File: src/rtl/clkmgr_hint_gate_pkg.sv
// Shared types and helpers for the hint clock gating controller.
package clkmgr_hint_gate_pkg;

  typedef enum logic [1:0] {
    RUN   = 2'b00,
    DRAIN = 2'b01,
    GATED = 2'b10,
    WAKE  = 2'b11
  } hint_gate_state_e;

  // One counter serves both the idle drain and the wake settle phases.
  function automatic int unsigned cnt_width(input int unsigned idle, input int unsigned wake);
    int unsigned m;
    m = (idle > wake) ? idle : wake;
    return $clog2(m + 1);
  endfunction

endpackage

File: src/rtl/clkmgr_hint_gate_fsm.sv
// One hint clock: idle drain, gated, and wake-settle sequencing with a shared counter.
module clkmgr_hint_gate_fsm
  import clkmgr_hint_gate_pkg::*;
#(
  parameter int unsigned IdleCycles = 8,
  parameter int unsigned WakeCycles = 2,
  parameter int unsigned CntW       = 4
) (
  input  logic clk_i,
  input  logic rst_i,
  input  logic q_i,
  output logic en_o,
  output logic status_o
);

  localparam logic [CntW-1:0] IdleTerm = CntW'(IdleCycles - 1);
  localparam logic [CntW-1:0] WakeTerm = CntW'(WakeCycles - 1);
  localparam logic [CntW-1:0] CntMax   = '1;

  hint_gate_state_e state_q, state_d;
  logic [CntW-1:0]  cnt_q, cnt_d;
  logic             en_q, status_q;

  always_comb begin
    state_d = state_q;
    cnt_d   = cnt_q;
    unique case (state_q)
      RUN: begin
        if (q_i) begin
          state_d = DRAIN;
          cnt_d   = CntW'(1);
        end
      end
      DRAIN: begin
        if (!q_i) begin
          state_d = RUN;
          cnt_d   = '0;
        end else if (cnt_q == IdleTerm) begin
          state_d = GATED;
        end else if (cnt_q != CntMax) begin
          cnt_d = cnt_q + 1'b1;
        end
      end
      GATED: begin
        if (!q_i) begin
          state_d = WAKE;
          cnt_d   = '0;
        end
      end
      WAKE: begin
        // Not abortable: q returning here only restarts DRAIN once back in RUN.
        if (cnt_q == WakeTerm) begin
          state_d = RUN;
          cnt_d   = '0;
        end else if (cnt_q != CntMax) begin
          cnt_d = cnt_q + 1'b1;
        end
      end
      default: begin
        state_d = RUN;
        cnt_d   = '0;
      end
    endcase
  end

  always_ff @(posedge clk_i) begin
    if (rst_i) begin
      state_q  <= RUN;
      cnt_q    <= '0;
      en_q     <= 1'b1;
      status_q <= 1'b1;
    end else begin
      state_q  <= state_d;
      cnt_q    <= cnt_d;
      en_q     <= (state_d != GATED);
      status_q <= (state_d == RUN) || (state_d == DRAIN);
    end
  end

  assign en_o     = en_q;
  assign status_o = status_q;

  a_en_fall_gated : assert property (@(posedge clk_i) disable iff (rst_i)
    $fell(en_q) |-> (state_q == GATED));
  a_status_en : assert property (@(posedge clk_i) disable iff (rst_i)
    status_q |-> en_q);
  a_wake_len : assert property (@(posedge clk_i) disable iff (rst_i)
    ($rose(en_q) && !$rose(status_q)) |-> ##WakeCycles $rose(status_q));

endmodule

File: src/rtl/clkmgr_hint_gate_ctrl.sv
// Per-hint clock gate controller; scanmode forces every enable on combinationally.
module clkmgr_hint_gate_ctrl
  import clkmgr_hint_gate_pkg::*;
#(
  parameter int unsigned NumHints   = 4,
  parameter int unsigned IdleCycles = 8,
  parameter int unsigned WakeCycles = 2
) (
  input  logic                clk_i,
  input  logic                rst_i,
  input  logic [NumHints-1:0] hint_i,
  input  logic [NumHints-1:0] idle_i,
  input  logic                scanmode_i,
  output logic [NumHints-1:0] en_o,
  output logic [NumHints-1:0] status_o
);

  localparam int unsigned CntW = cnt_width(IdleCycles, WakeCycles);

  if (IdleCycles < 2 || IdleCycles > 255) begin : g_bad_idle
    $error("IdleCycles out of range 2..255");
  end
  if (WakeCycles < 1 || WakeCycles > 255) begin : g_bad_wake
    $error("WakeCycles out of range 1..255");
  end
  if (NumHints < 1) begin : g_bad_num
    $error("NumHints must be at least 1");
  end

  logic [NumHints-1:0] q;
  logic [NumHints-1:0] state_en;

  assign q = ~hint_i & idle_i & ~{NumHints{scanmode_i}};

  for (genvar n = 0; n < NumHints; n++) begin : g_hint
    clkmgr_hint_gate_fsm #(
      .IdleCycles (IdleCycles),
      .WakeCycles (WakeCycles),
      .CntW       (CntW)
    ) u_fsm (
      .clk_i    (clk_i),
      .rst_i    (rst_i),
      .q_i      (q[n]),
      .en_o     (state_en[n]),
      .status_o (status_o[n])
    );
  end

  assign en_o = state_en | {NumHints{scanmode_i}};

endmodule

File: config.mk
export PLATFORM = sky130hd
export DESIGN_NAME = clkmgr_hint_gate_ctrl
export DESIGN_NICKNAME = d
export VERILOG_FILES = /design/src/rtl/clkmgr_hint_gate_pkg.sv /design/src/rtl/clkmgr_hint_gate_fsm.sv /design/src/rtl/clkmgr_hint_gate_ctrl.sv
export SDC_FILE = /design/constraint.sdc
export NUM_CORES = 1
export LEC_CHECK = 0
export CAP_MARGIN = 20
export CORE_AREA = 2 2 66 68
export CTS_CLUSTER_SIZE = 10
export DETAILED_ROUTE_END_ITERATION = 6
export DIE_AREA = 0 0 68 70
export GPL_TIMING_DRIVEN = 0
export PLACE_DENSITY = 0.77
export SETUP_SLACK_MARGIN = 0.5
export SKIP_CTS_REPAIR_TIMING = 1
export SLEW_MARGIN = 25
export SYNTH_ARGS = -nofsm -noshare
export SYNTH_HDL_FRONTEND = slang
export SYNTH_HIERARCHICAL = 1
export SYNTH_SLANG_ARGS = --single-unit
File: constraint.sdc
create_clock -name clk_i -period 1.75 [get_ports clk_i]
set_input_delay 0.2625 -clock clk_i [delete_from_list [all_inputs] [get_ports clk_i]]
set_output_delay 0.2625 -clock clk_i [all_outputs]
set_load 0.02 [all_outputs]
==> metrics.md, run 1 <==
| Metric | Value |
|---|---|
| Slowest stage delay, CP | `slightly above 0.4 ns` |
| WP data required | `1.96 ns` |
| Power Dens Cells | `~550 nW/um2` |
| CTS Buf Count | `5` |
| CP endpoint kind | `flip-flop` |
| Leading cell type in the layout, fill and taps excluded | `dfxtp_1` |
| Vias per inst | `roughly 5.7` |
| Status | `finished, final reports clean` |
| CTS sink count | `32` |
| Clk Latency, worst-skew pair | `between 0.2 and 0.3 ns` |
| Design area | `~2800 um2` |
| Kind of critical path | `flip-flop to flip-flop` |
| Layout Cells excl Fill | `~340` |
| GR Util met3 | `0.0660` |
| Worst Tran Pin Value | `about 0.57 ns` |
| RePlAce Congestion | `between 0.8 and 0.9` |
| Met1 Use GR | `0.236` |
| Tot Pwr | `roughly 1.5 mW` |
| Clk pin slew, worst setup/hold paths | `0.07 ns` |
| CP max stage cell | `or3b_4` |
| Post-Route WL | `4.86 mm` |
| Die height | `~70 um` |
| Initial DRC Count | `~160` |
| Synthesized area | `~2000 um2` |
| CTS tree | `done` |
| Area grow syn2layout | `40.3%` |
| Vias in the first global route | `roughly 1,600` |
| Wire per inst | `roughly 14 um` |
| IO Count | `19` |
| Top achievable clock speed | `between 500 and 600 MHz` |
| Fin util | `0.666` |
| Yosys warns | `6` |
| Max-cap violations | `0` |
| Critical path peak fanout | `6` |
| First-pass GRT wire length | `6.91 mm` |
| #FFs+latches synth | `32` |
| Max Root-Sink Buffers | `2` |
| Grt ovf | `0` |
| RSZ-0062 raised after global routing | `true` |
| DRC Markers | `0` |
| Gr busiest metal | `met2` |
| Sequential area share after synthesis | `0.326` |
| Cell count after synthesis | `~240` |
| Lkg Pwr | `just under 1 nW` |
| Placed cells | `approximately 310` |
| Setup violations, final | `0` |
| Die area | `approximately 4800 um2` |
| Net Count, Synth | `255` |
| Critical path arrival | `1.92 ns` |
| Min cycle time layout | `about 1.7 ns` |
| CP Cell Sequence | `ha_4 -> nand4b_1 -> or3b_4 -> buf_6 -> and2_4 -> a221oi_2` |
| EDFF count, synth | `0` |
| Startpoint types | `flip-flop` |
| Hold WS | `0.393 ns` |
| Cell Area, Placed | `2300 um2` |
| Gr usage total | `0.189` |
| Fin crit share | `0.980` |
| Top_reg_cell synth | `dfxtp_1` |
| Met2 GRT Util | `0.287` |
| FP Rows | `24` |
| Clock root cell | `clkbuf_8` |
| Reg2reg setup slack | `0.03 ns` |
| Pin count of the biggest net entering global routing | `11` |
| Core ar. | `approximately 4100 um2` |
| Worst vdd ir | `slightly above 0.0003 V` |
| Initial core utilization | `0.475` |
| NumNets Final | `approximately 300` |
| Chip width | `68 um` |
| # port buffers | `17` |
| CTS HTree Levels | `2` |
| Antenna violations before repair | `1` |
| Asr flop ratio synth | `0` |
| Syn avg cell area | `between 8 and 9 um2` |
| First-pass iteration count of the detailed router | `4` |
| Share of layout cells above drive strength 1 | `0.381` |
| Setup Skew | `0.00387 ns` |
| Commonest cells after routing, fill and taps aside | `dfxtp_1 (23), buf_4 (22), nor2_1 (16)` |
| Yosys cell types | `28` |
| Final Max Tran Viols | `0` |
| DR vias | `around 2,000` |
| Hold Path Class | `primary input to flip-flop` |
| Hpwl dp | `2.83 mm` |
| Slew headroom | `0.620` |
| Post-DRT Antenna Nets | `0` |
| Fin. Hold Viols | `0` |
report_power, final:
part / leakage [nW] / switching (mW) / total [mW] / internal, mW
Clock: 0.0455 / 0.272 / 0.592 / 0.321
Sequential: 0.266 / 0.0166 / 0.748 / 0.731
Combinational: 0.684 / 0.0909 / 0.180 / 0.0887
Total: 0.995 / 0.379 / 1.52 / 1.14
flip-flops by register name, summed over array words and instances, names as in the netlist:
| register | count |
|---|---|
| g_hint.u_fsm/cnt_q | 16 |
| g_hint.u_fsm/status_o | 4 |
| g_hint.u_fsm/en_o | 4 |
| g_hint.u_fsm/state_q | 8 |
Yosys cell counts (12+ instances only):
cell type / number / area, um2
a21oi_1: 20 / 100
dfxtp_1: 32 / 641
nand2_1: 16 / 60.1
nand2b_1: 12 / 75.1
nand3_1: 12 / 60.1
nor2_1: 16 / 60.1
o21ai_0: 12 / 60.1
through the flow:
stage / TNS [ns] / setup WS (ns)
floorplan: 0 / 0.181
global placement: -10.42 / -0.538
detailed placement: -10.73 / -0.551
CTS: -3.99 / -0.260
global route: -0.0335 / -0.0291
finish: 0 / 0.0347
metal layers:
layer / routed length [um] / up-vias
li1: - / 958
met1: 2180 / 924
met2: 2320 / 49
met3: 264 / 12
met4: 94 / 0
met5: 0 / -
worst max-delay path, delay by kind of cell, from the launching register on:
family | cells | cell delay [ns]
adders and majority gates | 1 | 0.15
AOI/OAI and AO/OA | 1 | 0.23
buffers and inverters | 1 | 0.14
DFF | 1 | 0.39
and+or+nand+nor | 3 | 0.72
final timing paths:
path,from,end,depth (start not counted)
max,g_hint[3].u_fsm/cnt_q[0]$_SDFFE_PP0P_,g_hint[3].u_fsm/cnt_q[3]$_SDFFE_PP0P_,6
min,hint_i[0],g_hint[0].u_fsm/en_o$_SDFF_PP1_,4
max reg2reg,g_hint[3].u_fsm/cnt_q[0]$_SDFFE_PP0P_,g_hint[3].u_fsm/cnt_q[3]$_SDFFE_PP0P_,6
min reg2reg,g_hint[2].u_fsm/cnt_q[1]$_SDFFE_PP0P_,g_hint[2].u_fsm/cnt_q[1]$_SDFFE_PP0P_,2
layout make-up:
type / count / area (um2)
Tap cell: 52 / 65.1
Timing Repair Buffer: 42 / 372
Sequential cell: 32 / 672
Inverter: 8 / 30.0
Fill cell: 329 / 1380
Multi-Input combinational cell: 184 / 1450
Clock buffer: 8 / 90.1
Buffer: 12 / 80.1
Antenna cell: 1 / 2.50
logic make-up after synthesis:
group,after synthesis,synth area share
flip-flops,32,0.326
buffers and inverters,20,0.0534
AND/OR/NAND/NOR,116,0.354
adder cells (fa/ha/maj),8,0.0509
AO/OA/AOI/OAI,60,0.216
(Power assumes the default switching activity.)
==> inputs of run 2 (changes only) <==
CTS_CLUSTER_DIAMETER = 60   (was not set)
GPL_TIMING_DRIVEN = 1   (was 0)
==> run 2 against run 1 <==
  * Sequential power about the same
  * Non-clock buffer count up 11
  * Highest routed layer unchanged
  * Power up 8.9%
  * Die area unchanged
  * Maximum frequency up 5.3%
==> metrics.md, run 2 (synthesized netlist as in run 1, its figures left out) <==
| Metric | Value |
|---|---|
| Gr usage total | `0.198 (+0.00892)` |
| Slew headroom | `0.772 (+0.151)` |
| RSZ-0062 raised after global routing | `true` |
| Startpoint types | `flip-flop` |
| First-pass GRT wire length | `7.44 mm (+7.6%)` |
| Die height | `70 um (unchanged)` |
| Sw power | `394 uW (+3.8%)` |
| Biggest regs | `g_hint.u_fsm/cnt_q: 16 flops, g_hint.u_fsm/state_q: 8 flops` |
| Core ar. | `4140 um2 (unchanged)` |
| Max reg flops | `16 (unchanged)` |
| Critical path arrival | `1.83 ns (-0.09 ns)` |
| Initial DRC Count | `141 (-9.6%)` |
| Commonest cells after routing, fill and taps aside | `buf_4 (38), dfxtp_1 (24), nor2_1 (15)` |
| Top achievable clock speed | `614 MHz (+5.3%)` |
| Hpwl dp | `3.15 mm (+11%)` |
| Lkg Pwr | `1.09 nW (+10%)` |
| Setup Skew | `0.00472 ns (+0.000850 ns)` |
| Clock power frac | `0.425 (+0.035)` |
| CTS HTree Levels | `2 (unchanged)` |
| FP Rows | `24 (unchanged)` |
| Grt ovf | `0 (unchanged)` |
| Pin count of the biggest net entering global routing | `41 (+30)` |
| Status | `finished, final reports clean` |
| Tot Pwr | `1.65 mW (+8.9%)` |
| Seq pwr share | `0.450 (-0.042)` |
| Area grow syn2layout | `48.8%` |
| Setup violations, final | `0 (unchanged)` |
| Kind of critical path | `flip-flop to flip-flop` |
| First-pass iteration count of the detailed router | `4 (unchanged)` |
| Chip width | `68 um (unchanged)` |
| Fin. Hold Viols | `0 (unchanged)` |
| Final Max Tran Viols | `0 (unchanged)` |
| Max-cap violations | `0 (unchanged)` |
| Critical path peak fanout | `5 (-1)` |
| Clk Latency, worst-skew pair | `0.29 ns (about the same)` |
| Power Dens Cells | `565 nW/um2 (+2.7%)` |
| Vias in the first global route | `1,733 (+6.4%)` |
| Worst vdd ir | `0.000436 V (+45%)` |
| Gate power share | `0.125 (+0.007)` |
| Final TNS setup | `0 ns (unchanged)` |
| DRC Markers | `0 (unchanged)` |
| Leading cell type in the layout, fill and taps excluded | `buf_4` |
| Post-DRT Antenna Nets | `0 (unchanged)` |
| Vias per inst | `5.92 (+3.3%)` |
| Largest Register | `g_hint.u_fsm/cnt_q` |
| # port buffers | `18 (+1)` |
| Share of layout cells above drive strength 1 | `0.421 (+0.0398)` |
| Hold Path Class | `primary input to flip-flop` |
| DR vias | `2,067 (+6.4%)` |
| Cell Int Power | `1.26 mW (+11%)` |
| CTS Buf Count | `5 (unchanged)` |
| Min cycle time layout | `1.63 ns (-0.0861 ns)` |
| Switching share of power | `0.238 (-0.0116)` |
| CTS tree | `done` |
| WP data required | `1.95 ns (about the same)` |
| RePlAce Congestion | `0.832 (-5.0%)` |
| CP endpoint kind | `flip-flop` |
| Initial core utilization | `0.475 (unchanged)` |
| NumNets Final | `315 (+3.6%)` |
| CTS sink count | `32 (unchanged)` |
| Post-Route WL | `5.49 mm (+13%)` |
| Fin util | `0.706 (+0.0402)` |
| Wire per inst | `15.7 um (+9.6%)` |
| Fin crit share | `0.931 (-0.0492)` |
| IO Count | `19 (unchanged)` |
| Max Root-Sink Buffers | `2 (unchanged)` |
| Hold WS | `0.469 ns (+0.0763 ns)` |
| Ant diodes | `0 (-1)` |
| Clock root cell | `clkbuf_8` |
| Clk pin slew, worst setup/hold paths | `0.07 ns (about the same)` |
| Die area | `4760 um2 (unchanged)` |
| Worst Tran Pin Value | `0.342 ns (-0.228 ns)` |
| Antenna violations before repair | `0 (-1)` |
## run 2: per-stage QoR
| stage | instances | setup slack, ns | area, um2 |
|---|---|---|---|
| global placement | 326 | -0.332 | 2490 |
| detailed placement | 326 | -0.361 | 2490 |
| floorplan | 236 | 0.181 | 2070 |
| global route | 349 | 0.0632 | 2930 |
| CTS | 334 | -0.181 | 2600 |
| finish | 349 | 0.121 | 2930 |
## run 2: final cells by class
type | count | area [um2]
Multi-Input combinational cell | 184 | 1460
Fill cell | 311 | 1220
Sequential cell | 32 | 671
Timing Repair Buffer | 65 | 596
Clock buffer | 6 | 72.6
Tap cell | 52 | 65.1
Clock inverter | 2 | 35.0
Inverter | 8 | 30.0
## run 2: final timing paths
kind / start / endpoint / slack [ns] / cells past startpoint
hold reg to reg: g_hint[2].u_fsm/cnt_q[1]$_SDFFE_PP0P_ / g_hint[2].u_fsm/cnt_q[1]$_SDFFE_PP0P_ / 0.55 / 2
setup / recovery: g_hint[1].u_fsm/cnt_q[1]$_SDFFE_PP0P_ / g_hint[1].u_fsm/cnt_q[3]$_SDFFE_PP0P_ / 0.12 / 5
setup reg to reg: g_hint[1].u_fsm/cnt_q[1]$_SDFFE_PP0P_ / g_hint[1].u_fsm/cnt_q[3]$_SDFFE_PP0P_ / 0.12 / 5
hold / removal: hint_i[0] / g_hint[0].u_fsm/en_o$_SDFF_PP1_ / 0.47 / 5
## run 2: worst max-delay path, stage by stage (launching register included)
cell and delay [ns]:
dfxtp_4 0.38, ha_4 0.16, nand4b_1 0.16, or3b_4 0.44
and2_4 0.18, a221oi_2 0.22
## run 2: power groups by stage
stage / registers, mW / clock network, mW / logic, mW
after floorplan: 0.761 / 0 / 0.0873
after global placement: 0.763 / 0 / 0.158
after detailed placement: 0.764 / 0 / 0.161
after CTS: 0.747 / 0.719 / 0.163
after global routing: 0.746 / 0.754 / 0.224
final: 0.745 / 0.703 / 0.207
## run 2: metal layers
metal	part of all wire	global-route usage
met3	0.063	0.0580
met1	0.38	0.260
met5	0	0
met2	0.53	0.310
met4	0.024	0.0622
